### src/rtl/wb_stage_regfile_pkg.sv
// rtl/wb_stage_regfile_pkg.sv - shared pipeline definitions for the write-back stage
// Purpose: write-back source encodings, bubble/zero-register constants and the
//          link-address helper used by the WB stage and its register file.
// Ports:   none (package)
package wb_stage_regfile_pkg;

  typedef enum logic [1:0] {
    WB_SEL_ALU  = 2'b00,
    WB_SEL_MEM  = 2'b01,
    WB_SEL_LINK = 2'b10
  } wb_sel_e;

  localparam logic [31:0] NOP_INST = 32'h0;
  localparam logic [4:0]  REG_ZERO = 5'd0;

  // Return address written by jal/jalr: the instruction after the jump.
  function automatic logic [31:0] link_addr(input logic [31:0] pc);
    return pc + 32'd4;
  endfunction

endpackage

### src/rtl/wb_stage_regfile_if.sv
// rtl/wb_stage_regfile_if.sv - MEM/WB, ID read-port and retire-trace bundle
// Purpose: groups the MEM/WB pipeline register outputs, the two ID read ports
//          and the retire trace of the write-back stage.
// Ports:   master = pipeline side (drives MEM/WB fields and read addresses),
//          slave  = write-back stage (drives read data, wb_data, retire trace).
interface wb_stage_regfile_if #(
  parameter int DATA_W = 32,
  parameter int ADDR_W = 5,
  parameter int CNT_W  = 32
);
  logic              MEM_WB_RegWrite;
  logic [1:0]        MEM_WB_DatatoReg;
  logic [DATA_W-1:0] MEM_WB_Data_in;
  logic [DATA_W-1:0] MEM_WB_result;
  logic [ADDR_W-1:0] MEM_WB_rd;
  logic [31:0]       MEM_WB_inst;
  logic [31:0]       MEM_WB_PC;
  logic [ADDR_W-1:0] rs_addr;
  logic [ADDR_W-1:0] rt_addr;
  logic [DATA_W-1:0] rs_data;
  logic [DATA_W-1:0] rt_data;
  logic [DATA_W-1:0] wb_data;
  logic              retire_valid;
  logic [31:0]       retire_pc;
  logic [31:0]       retire_inst;
  logic [CNT_W-1:0]  retire_count;

  modport master (
    output MEM_WB_RegWrite, MEM_WB_DatatoReg, MEM_WB_Data_in, MEM_WB_result,
           MEM_WB_rd, MEM_WB_inst, MEM_WB_PC, rs_addr, rt_addr,
    input  rs_data, rt_data, wb_data, retire_valid, retire_pc, retire_inst,
           retire_count
  );

  modport slave (
    input  MEM_WB_RegWrite, MEM_WB_DatatoReg, MEM_WB_Data_in, MEM_WB_result,
           MEM_WB_rd, MEM_WB_inst, MEM_WB_PC, rs_addr, rt_addr,
    output rs_data, rt_data, wb_data, retire_valid, retire_pc, retire_inst,
           retire_count
  );
endinterface

### src/rtl/wb_stage_regfile_regfile_2r1w.sv
// rtl/wb_stage_regfile_regfile_2r1w.sv - 2-read 1-write general register file
// Purpose: 2**ADDR_W x DATA_W register array with synchronous reset, register 0
//          hardwired to zero and same-cycle write-to-read bypass on both ports.
// Ports:   clk, rst (sync, active-high); we_i/waddr_i/wdata_i write port;
//          raddr_a_i/raddr_b_i read addresses; rdata_a_o/rdata_b_o read data.
module regfile_2r1w
  import wb_stage_regfile_pkg::*;
#(
  parameter int DATA_W = 32,
  parameter int ADDR_W = 5
) (
  input  logic              clk,
  input  logic              rst,
  input  logic              we_i,
  input  logic [ADDR_W-1:0] waddr_i,
  input  logic [DATA_W-1:0] wdata_i,
  input  logic [ADDR_W-1:0] raddr_a_i,
  input  logic [ADDR_W-1:0] raddr_b_i,
  output logic [DATA_W-1:0] rdata_a_o,
  output logic [DATA_W-1:0] rdata_b_o
);
  localparam int NREG = 2 ** ADDR_W;
  localparam logic [ADDR_W-1:0] ZERO_IDX = ADDR_W'(REG_ZERO);

  logic [DATA_W-1:0] regs_q [NREG];
  logic              wr_en;

  // Writes to register 0 are dropped so the array copy never leaves zero.
  assign wr_en = we_i && (waddr_i != ZERO_IDX);

  always_ff @(posedge clk) begin
    if (rst) begin
      for (int i = 0; i < NREG; i++) begin
        regs_q[i] <= '0;
      end
    end else if (wr_en) begin
      regs_q[waddr_i] <= wdata_i;
    end
  end

  // Write-before-read: a reader in the commit cycle sees the incoming value.
  // The bypass uses we_i rather than wr_en; the zero test comes first anyway.
  always_comb begin
    rdata_a_o = regs_q[raddr_a_i];
    if (raddr_a_i == ZERO_IDX) begin
      rdata_a_o = '0;
    end else if (we_i && (waddr_i == raddr_a_i)) begin
      rdata_a_o = wdata_i;
    end
  end

  always_comb begin
    rdata_b_o = regs_q[raddr_b_i];
    if (raddr_b_i == ZERO_IDX) begin
      rdata_b_o = '0;
    end else if (we_i && (waddr_i == raddr_b_i)) begin
      rdata_b_o = wdata_i;
    end
  end

endmodule

### src/rtl/wb_stage_regfile.sv
// rtl/wb_stage_regfile.sv - MIPS write-back stage with register file and retire trace
// Purpose: selects the write-back value from the MEM/WB fields, commits it to
//          the register file (which serves the ID read ports with bypass) and
//          keeps a registered retire trace and retired-instruction counter.
// Ports:   clk, rst (sync, active-high); wb = slave side of wb_stage_regfile_if.
module wb_stage_regfile
  import wb_stage_regfile_pkg::*;
#(
  parameter int DATA_W = 32,
  parameter int ADDR_W = 5,
  parameter int CNT_W  = 32
) (
  input logic             clk,
  input logic             rst,
  wb_stage_regfile_if.slave wb
);
  logic [DATA_W-1:0] wb_data;
  logic              retire_valid_q, retire_valid_d;
  logic [31:0]       retire_pc_q, retire_pc_d;
  logic [31:0]       retire_inst_q, retire_inst_d;
  logic [CNT_W-1:0]  retire_count_q, retire_count_d;
  logic              retiring;

  // 2'b11 is unused by the decoder and falls back to the ALU result.
  always_comb begin
    wb_data = wb.MEM_WB_result;
    case (wb.MEM_WB_DatatoReg)
      WB_SEL_MEM:  wb_data = wb.MEM_WB_Data_in;
      WB_SEL_LINK: wb_data = DATA_W'(link_addr(wb.MEM_WB_PC));
      default:     wb_data = wb.MEM_WB_result;
    endcase
  end

  regfile_2r1w #(
    .DATA_W (DATA_W),
    .ADDR_W (ADDR_W)
  ) u_regfile (
    .clk       (clk),
    .rst       (rst),
    .we_i      (wb.MEM_WB_RegWrite),
    .waddr_i   (wb.MEM_WB_rd),
    .wdata_i   (wb_data),
    .raddr_a_i (wb.rs_addr),
    .raddr_b_i (wb.rt_addr),
    .rdata_a_o (wb.rs_data),
    .rdata_b_o (wb.rt_data)
  );

  // Any non-bubble instruction retires, whether or not it writes a register.
  assign retiring = (wb.MEM_WB_inst != NOP_INST);

  always_comb begin
    retire_valid_d = retiring;
    retire_pc_d    = retire_pc_q;
    retire_inst_d  = retire_inst_q;
    retire_count_d = retire_count_q;
    if (retiring) begin
      retire_pc_d    = wb.MEM_WB_PC;
      retire_inst_d  = wb.MEM_WB_inst;
      retire_count_d = retire_count_q + CNT_W'(1);
    end
  end

  always_ff @(posedge clk) begin
    if (rst) begin
      retire_valid_q <= 1'b0;
      retire_pc_q    <= '0;
      retire_inst_q  <= '0;
      retire_count_q <= '0;
    end else begin
      retire_valid_q <= retire_valid_d;
      retire_pc_q    <= retire_pc_d;
      retire_inst_q  <= retire_inst_d;
      retire_count_q <= retire_count_d;
    end
  end

  assign wb.wb_data      = wb_data;
  assign wb.retire_valid = retire_valid_q;
  assign wb.retire_pc    = retire_pc_q;
  assign wb.retire_inst  = retire_inst_q;
  assign wb.retire_count = retire_count_q;

endmodule

### src/flat_wrapper.sv
// flat-port wrapper written by rule: the top's interface ports become plain ports
module wb_stage_regfile_flat import wb_stage_regfile_pkg::*;
#(
  parameter int DATA_W = 32,
  parameter int ADDR_W = 5,
  parameter int CNT_W  = 32
)
  (clk, rst, wb_MEM_WB_RegWrite, wb_MEM_WB_DatatoReg, wb_MEM_WB_Data_in, wb_MEM_WB_result, wb_MEM_WB_rd, wb_MEM_WB_inst, wb_MEM_WB_PC, wb_rs_addr, wb_rt_addr, wb_rs_data, wb_rt_data, wb_wb_data, wb_retire_valid, wb_retire_pc, wb_retire_inst, wb_retire_count);
  wb_stage_regfile_if #(.DATA_W(DATA_W), .ADDR_W(ADDR_W), .CNT_W(CNT_W)) wb_i ();
  input logic clk;
  input logic rst;
  input wire logic [$bits(wb_i.MEM_WB_RegWrite)-1:0] wb_MEM_WB_RegWrite;
  input wire logic [$bits(wb_i.MEM_WB_DatatoReg)-1:0] wb_MEM_WB_DatatoReg;
  input wire logic [$bits(wb_i.MEM_WB_Data_in)-1:0] wb_MEM_WB_Data_in;
  input wire logic [$bits(wb_i.MEM_WB_result)-1:0] wb_MEM_WB_result;
  input wire logic [$bits(wb_i.MEM_WB_rd)-1:0] wb_MEM_WB_rd;
  input wire logic [$bits(wb_i.MEM_WB_inst)-1:0] wb_MEM_WB_inst;
  input wire logic [$bits(wb_i.MEM_WB_PC)-1:0] wb_MEM_WB_PC;
  input wire logic [$bits(wb_i.rs_addr)-1:0] wb_rs_addr;
  input wire logic [$bits(wb_i.rt_addr)-1:0] wb_rt_addr;
  output wire logic [$bits(wb_i.rs_data)-1:0] wb_rs_data;
  output wire logic [$bits(wb_i.rt_data)-1:0] wb_rt_data;
  output wire logic [$bits(wb_i.wb_data)-1:0] wb_wb_data;
  output wire logic [$bits(wb_i.retire_valid)-1:0] wb_retire_valid;
  output wire logic [$bits(wb_i.retire_pc)-1:0] wb_retire_pc;
  output wire logic [$bits(wb_i.retire_inst)-1:0] wb_retire_inst;
  output wire logic [$bits(wb_i.retire_count)-1:0] wb_retire_count;
  assign wb_i.MEM_WB_RegWrite = wb_MEM_WB_RegWrite;
  assign wb_i.MEM_WB_DatatoReg = wb_MEM_WB_DatatoReg;
  assign wb_i.MEM_WB_Data_in = wb_MEM_WB_Data_in;
  assign wb_i.MEM_WB_result = wb_MEM_WB_result;
  assign wb_i.MEM_WB_rd = wb_MEM_WB_rd;
  assign wb_i.MEM_WB_inst = wb_MEM_WB_inst;
  assign wb_i.MEM_WB_PC = wb_MEM_WB_PC;
  assign wb_i.rs_addr = wb_rs_addr;
  assign wb_i.rt_addr = wb_rt_addr;
  assign wb_rs_data = wb_i.rs_data;
  assign wb_rt_data = wb_i.rt_data;
  assign wb_wb_data = wb_i.wb_data;
  assign wb_retire_valid = wb_i.retire_valid;
  assign wb_retire_pc = wb_i.retire_pc;
  assign wb_retire_inst = wb_i.retire_inst;
  assign wb_retire_count = wb_i.retire_count;
  wb_stage_regfile #(.DATA_W(DATA_W), .ADDR_W(ADDR_W), .CNT_W(CNT_W)) u_core (.clk(clk), .rst(rst), .wb(wb_i));
endmodule
### config.mk
export PLATFORM = sky130hd
export DESIGN_NAME = wb_stage_regfile_flat
export DESIGN_NICKNAME = d
export VERILOG_FILES = /design/src/rtl/wb_stage_regfile_pkg.sv /design/src/rtl/wb_stage_regfile_if.sv /design/src/rtl/wb_stage_regfile_regfile_2r1w.sv /design/src/rtl/wb_stage_regfile.sv /design/src/flat_wrapper.sv
export SDC_FILE = /design/constraint.sdc
export NUM_CORES = 2
export LEC_CHECK = 0
export CORE_UTILIZATION = 48
export DETAILED_ROUTE_END_ITERATION = 7
export GPL_ROUTABILITY_DRIVEN = 0
export PLACE_DENSITY = 0.62
export SLEW_MARGIN = 10
export SYNTH_ARGS = -nofsm -noshare
export SYNTH_HDL_FRONTEND = slang
export SYNTH_SLANG_ARGS = --single-unit
### constraint.sdc
create_clock -name clk -period 4.9 [get_ports clk]
set_input_delay 0.735 -clock clk [delete_from_list [all_inputs] [get_ports clk]]
set_output_delay 0.735 -clock clk [all_outputs]
set_load 0.02 [all_outputs]
==> key figures <==
Outcome
  – Outcome: finished, violations left
  – Violated checks: negative setup slack

Logic synthesis
  – Largest cells by area after synthesis: edfxtp_1, mux4_2, nor2_1
  – Yosys cell types: 59
  – Post-Synthesis Cells: 4114
  – Yosys reg bits: 1121
  – Primary FF master, synth: edfxtp_1
  – Yosys warns: 0
  – Avg Cell Area, Syn: 14.1 sq um
  – Number of flops mapped to enable cells by yosys: 1024
  – Seq/Total Area, Yosys: 0.565
  – Cell taking the most area after synthesis: edfxtp_1
  – Top cell type's share of synthesized area: 0.532
  – Async set-reset flop share out of synthesis: 0
  – Netlist Area Pre-Place: 57800 sq um

Global routing
  – Global router's overall resource usage: 0.335
  – Largest net degree at the start of global routing: 67
  – Initial antenna violation count: 6
  – First-pass GRT wire length: 288000 um
  – Vias in the first global route: 39900
  – Total congestion overflow: 0

Setup path
  – Setup CP Type: in2out
  – Crit. End Element: primary output
  – Startpoint types: primary input
  – Crit-path most repeated cell: clkdlybuf4s50_1
  – Worst Path Required: 4.16 ns
  – WP buf/inv: 3
  – CP delay by family, top: buffers and inverters
  – Crit path max fanout: 25
  – Worst EP arrival: 4.17 ns
  – CP Cell Sequence: clkdlybuf4s50_1, xor2_1, nor4_1, and3_2, buf_4, nor3_1, a211oi_2, clkdlybuf4s50_1
  – Slowest stage delay, CP: 0.74 ns
  – Slowest CP cell: clkdlybuf4s50_1

CTS
  – Worst-path clk slew: 0.06 ns
  – CTS Buffer Depth: 3
  – Post-CTS Setup Inserts: 0
  – Clk root buf: clkbuf_16
  – Clock sink count: 1121
  – Clk Latency, worst-skew pair: 0.74 ns
  – CTS tree: yes
  – TritonCTS buffer count: 119
  – Htree depth: 3

Drt
  – Initial DRC count: 5574
  – # DRC: 0
  – Vias: 40500
  – Routed Wire Length: 204000 um
  – First-pass DRT Iterations: 5
  – Routed WL per cell: 32.8 um
  – Remaining antenna violation count: 0
  – Vias/cell: 6.52

STA
  – Worst-Margin Slew: 1.11 ns
  – Final period util: 1.00
  – Slew Viols, Final: 0
  – Tmin final: 4.90 ns
  – Relative slew slack: 0.257
  – Worst clock skew: 0.00791 ns
  – Post-route worst setup slack: -0.00383 ns
  – Fmax: 0.204 GHz
  – Final setup fails: 1
  – Final-report hold violation count: 0
  – RSZ-0062 raised after global routing: false

Die
  – Rows: 126
  – Chip Height: 349 um
  – Core Area: 119000 sq um
  – Full die area: 122000 sq um
  – Die width: 349 um
  – Ports: 341
  – Initial core utilization: 0.487

Placed design
  – Final HPWL from detailed placement: 131000 um
  – Port Buf Inserts: 340
  – Post-DP Area: 64900 sq um

Power
  – Max VDD drop: 319 uV
  – Pwr Density: 355 nW/um^2
  – Leak: 23.6 nW

Final layout
  – Share of post-route cells with drive strength above 1: 0.272
  – P&R area growth vs syn: 19.2%
  – Layout filler cell count: 9304
  – Layout Nets: 4652
  – Post-route core utilization: 0.580
  – Final Cell Area: 68900 sq um

Worst hold path
  – Hold Path Class: in2reg

Flow run
  – Max cap viols: 0
-- layout by cell type, fill, tap and decap left out, drive strengths merged, types with 84 or more instances in the layout --
cell	n
edfxtp	1024
clkdlybuf4s50	327
a211oi	92
mux2i	102
mux4	565
nand2	134
nor2	1074
clkbuf	136
a21oi	84
buf	338
dfxtp	97
-- final cells by class --
| cell class | instances | area (sq um) | area share |
|---|---|---|---|
| Sequential cell | 1121 | 32700 | 0.474 |
| Multi-Input combinational cell | 2546 | 23600 | 0.342 |
| Timing Repair Buffer | 668 | 6520 | 0.0946 |
| Clock buffer | 135 | 3060 | 0.0444 |
| Tap cell | 1600 | 2000 | 0.0291 |
| Clock inverter | 88 | 882 | 0.0128 |
| Inverter | 44 | 165 | 0.00240 |
| Antenna cell | 4 | 10.0 | 0.000145 |
-- metrics by stage --
| step | cells | hold WS (ns) | TNS, ns | total power, mW | setup slack [ns] |
|---|---|---|---|---|---|
| finish | 6206 | 0.420 | -0.00383 | 24.4 | -0.00383 |
| global route | 6203 | 0.407 | 0 | 25.0 | 0.00181 |
| CTS | 6202 | 0.396 | 0 | 24.4 | 0.0290 |
| detailed placement | 5979 | 0.444 | -0.558 | 15.3 | -0.263 |
| global placement | 5979 | 0.438 | -0.516 | 15.3 | -0.268 |
| floorplan | 4145 | 0.530 | 0 | 13.5 | 1.28 |
-- Yosys cell counts (48+ instances only) --
cell type  number
a21oi_1        84
buf_2          95
o22ai_1        56
edfxtp_1     1024
nand2_1       134
mux4_2        565
nor2_1       1026
clkbuf_1      266
a211oi_1       92
mux2i_1       102
dfxtp_1        97
nor3_1         48
-- state kept, by name, indices dropped and copies added (netlist names) --
signal	count
u_core.wb.retire_valid	1
u_core.wb.retire_pc	32
u_core.u_regfile.regs_q	1024
u_core.wb.retire_count	32
u_core.wb.retire_inst	32
-- worst paths after layout --
| check | startpoint | end | slack, ns | depth (start not counted) |
|---|---|---|---|---|
| max reg2reg | u_core.wb.retire_count[9] | u_core.wb.retire_count[31] | 2.66 | 6 |
| min | rst | u_core.u_regfile.regs_q[0][2] | 0.42 | 1 |
| max | wb_MEM_WB_rd[3] | wb_rs_data[16] | -0.004 | 8 |
| min reg2reg | u_core.wb.retire_pc[28] | u_core.wb.retire_pc[28] | 0.45 | 2 |
-- logic make-up after synthesis --
group                      Yosys count  synth area share
xor gates and xnor gates            65           0.00985
adders and majority gates            4          0.000866
muxes                              675             0.239
and+or+nand+nor                   1452             0.109
DFF                               1121             0.565
buffers and inverters              478            0.0376
AOI/OAI and AO/OA                  318            0.0376
other                                1         0.0000649
-- where the power goes --
group          internal (mW)  total (mW)  leakage (nW)  switching (mW)
combinational           1.72        4.03          11.1            2.30
clock                   5.27        9.21          1.92            3.94
sequential              10.9        11.2          10.5           0.253
-- per-layer routing --
layer / part of all wire / global-route usage
met3: 0.12 / 0.0856
met5: 0.00018 / 0
met4: 0.050 / 0.145
met2: 0.46 / 0.513
met1: 0.37 / 0.452
-- what timing repair did --
item	CTS	global route
pin swaps	1	2
hold buffers	0	0
endpoints found under the setup margin	4	4
gates resized for setup	4	2
No activity file was read; power rests on OpenSTA's default activity.
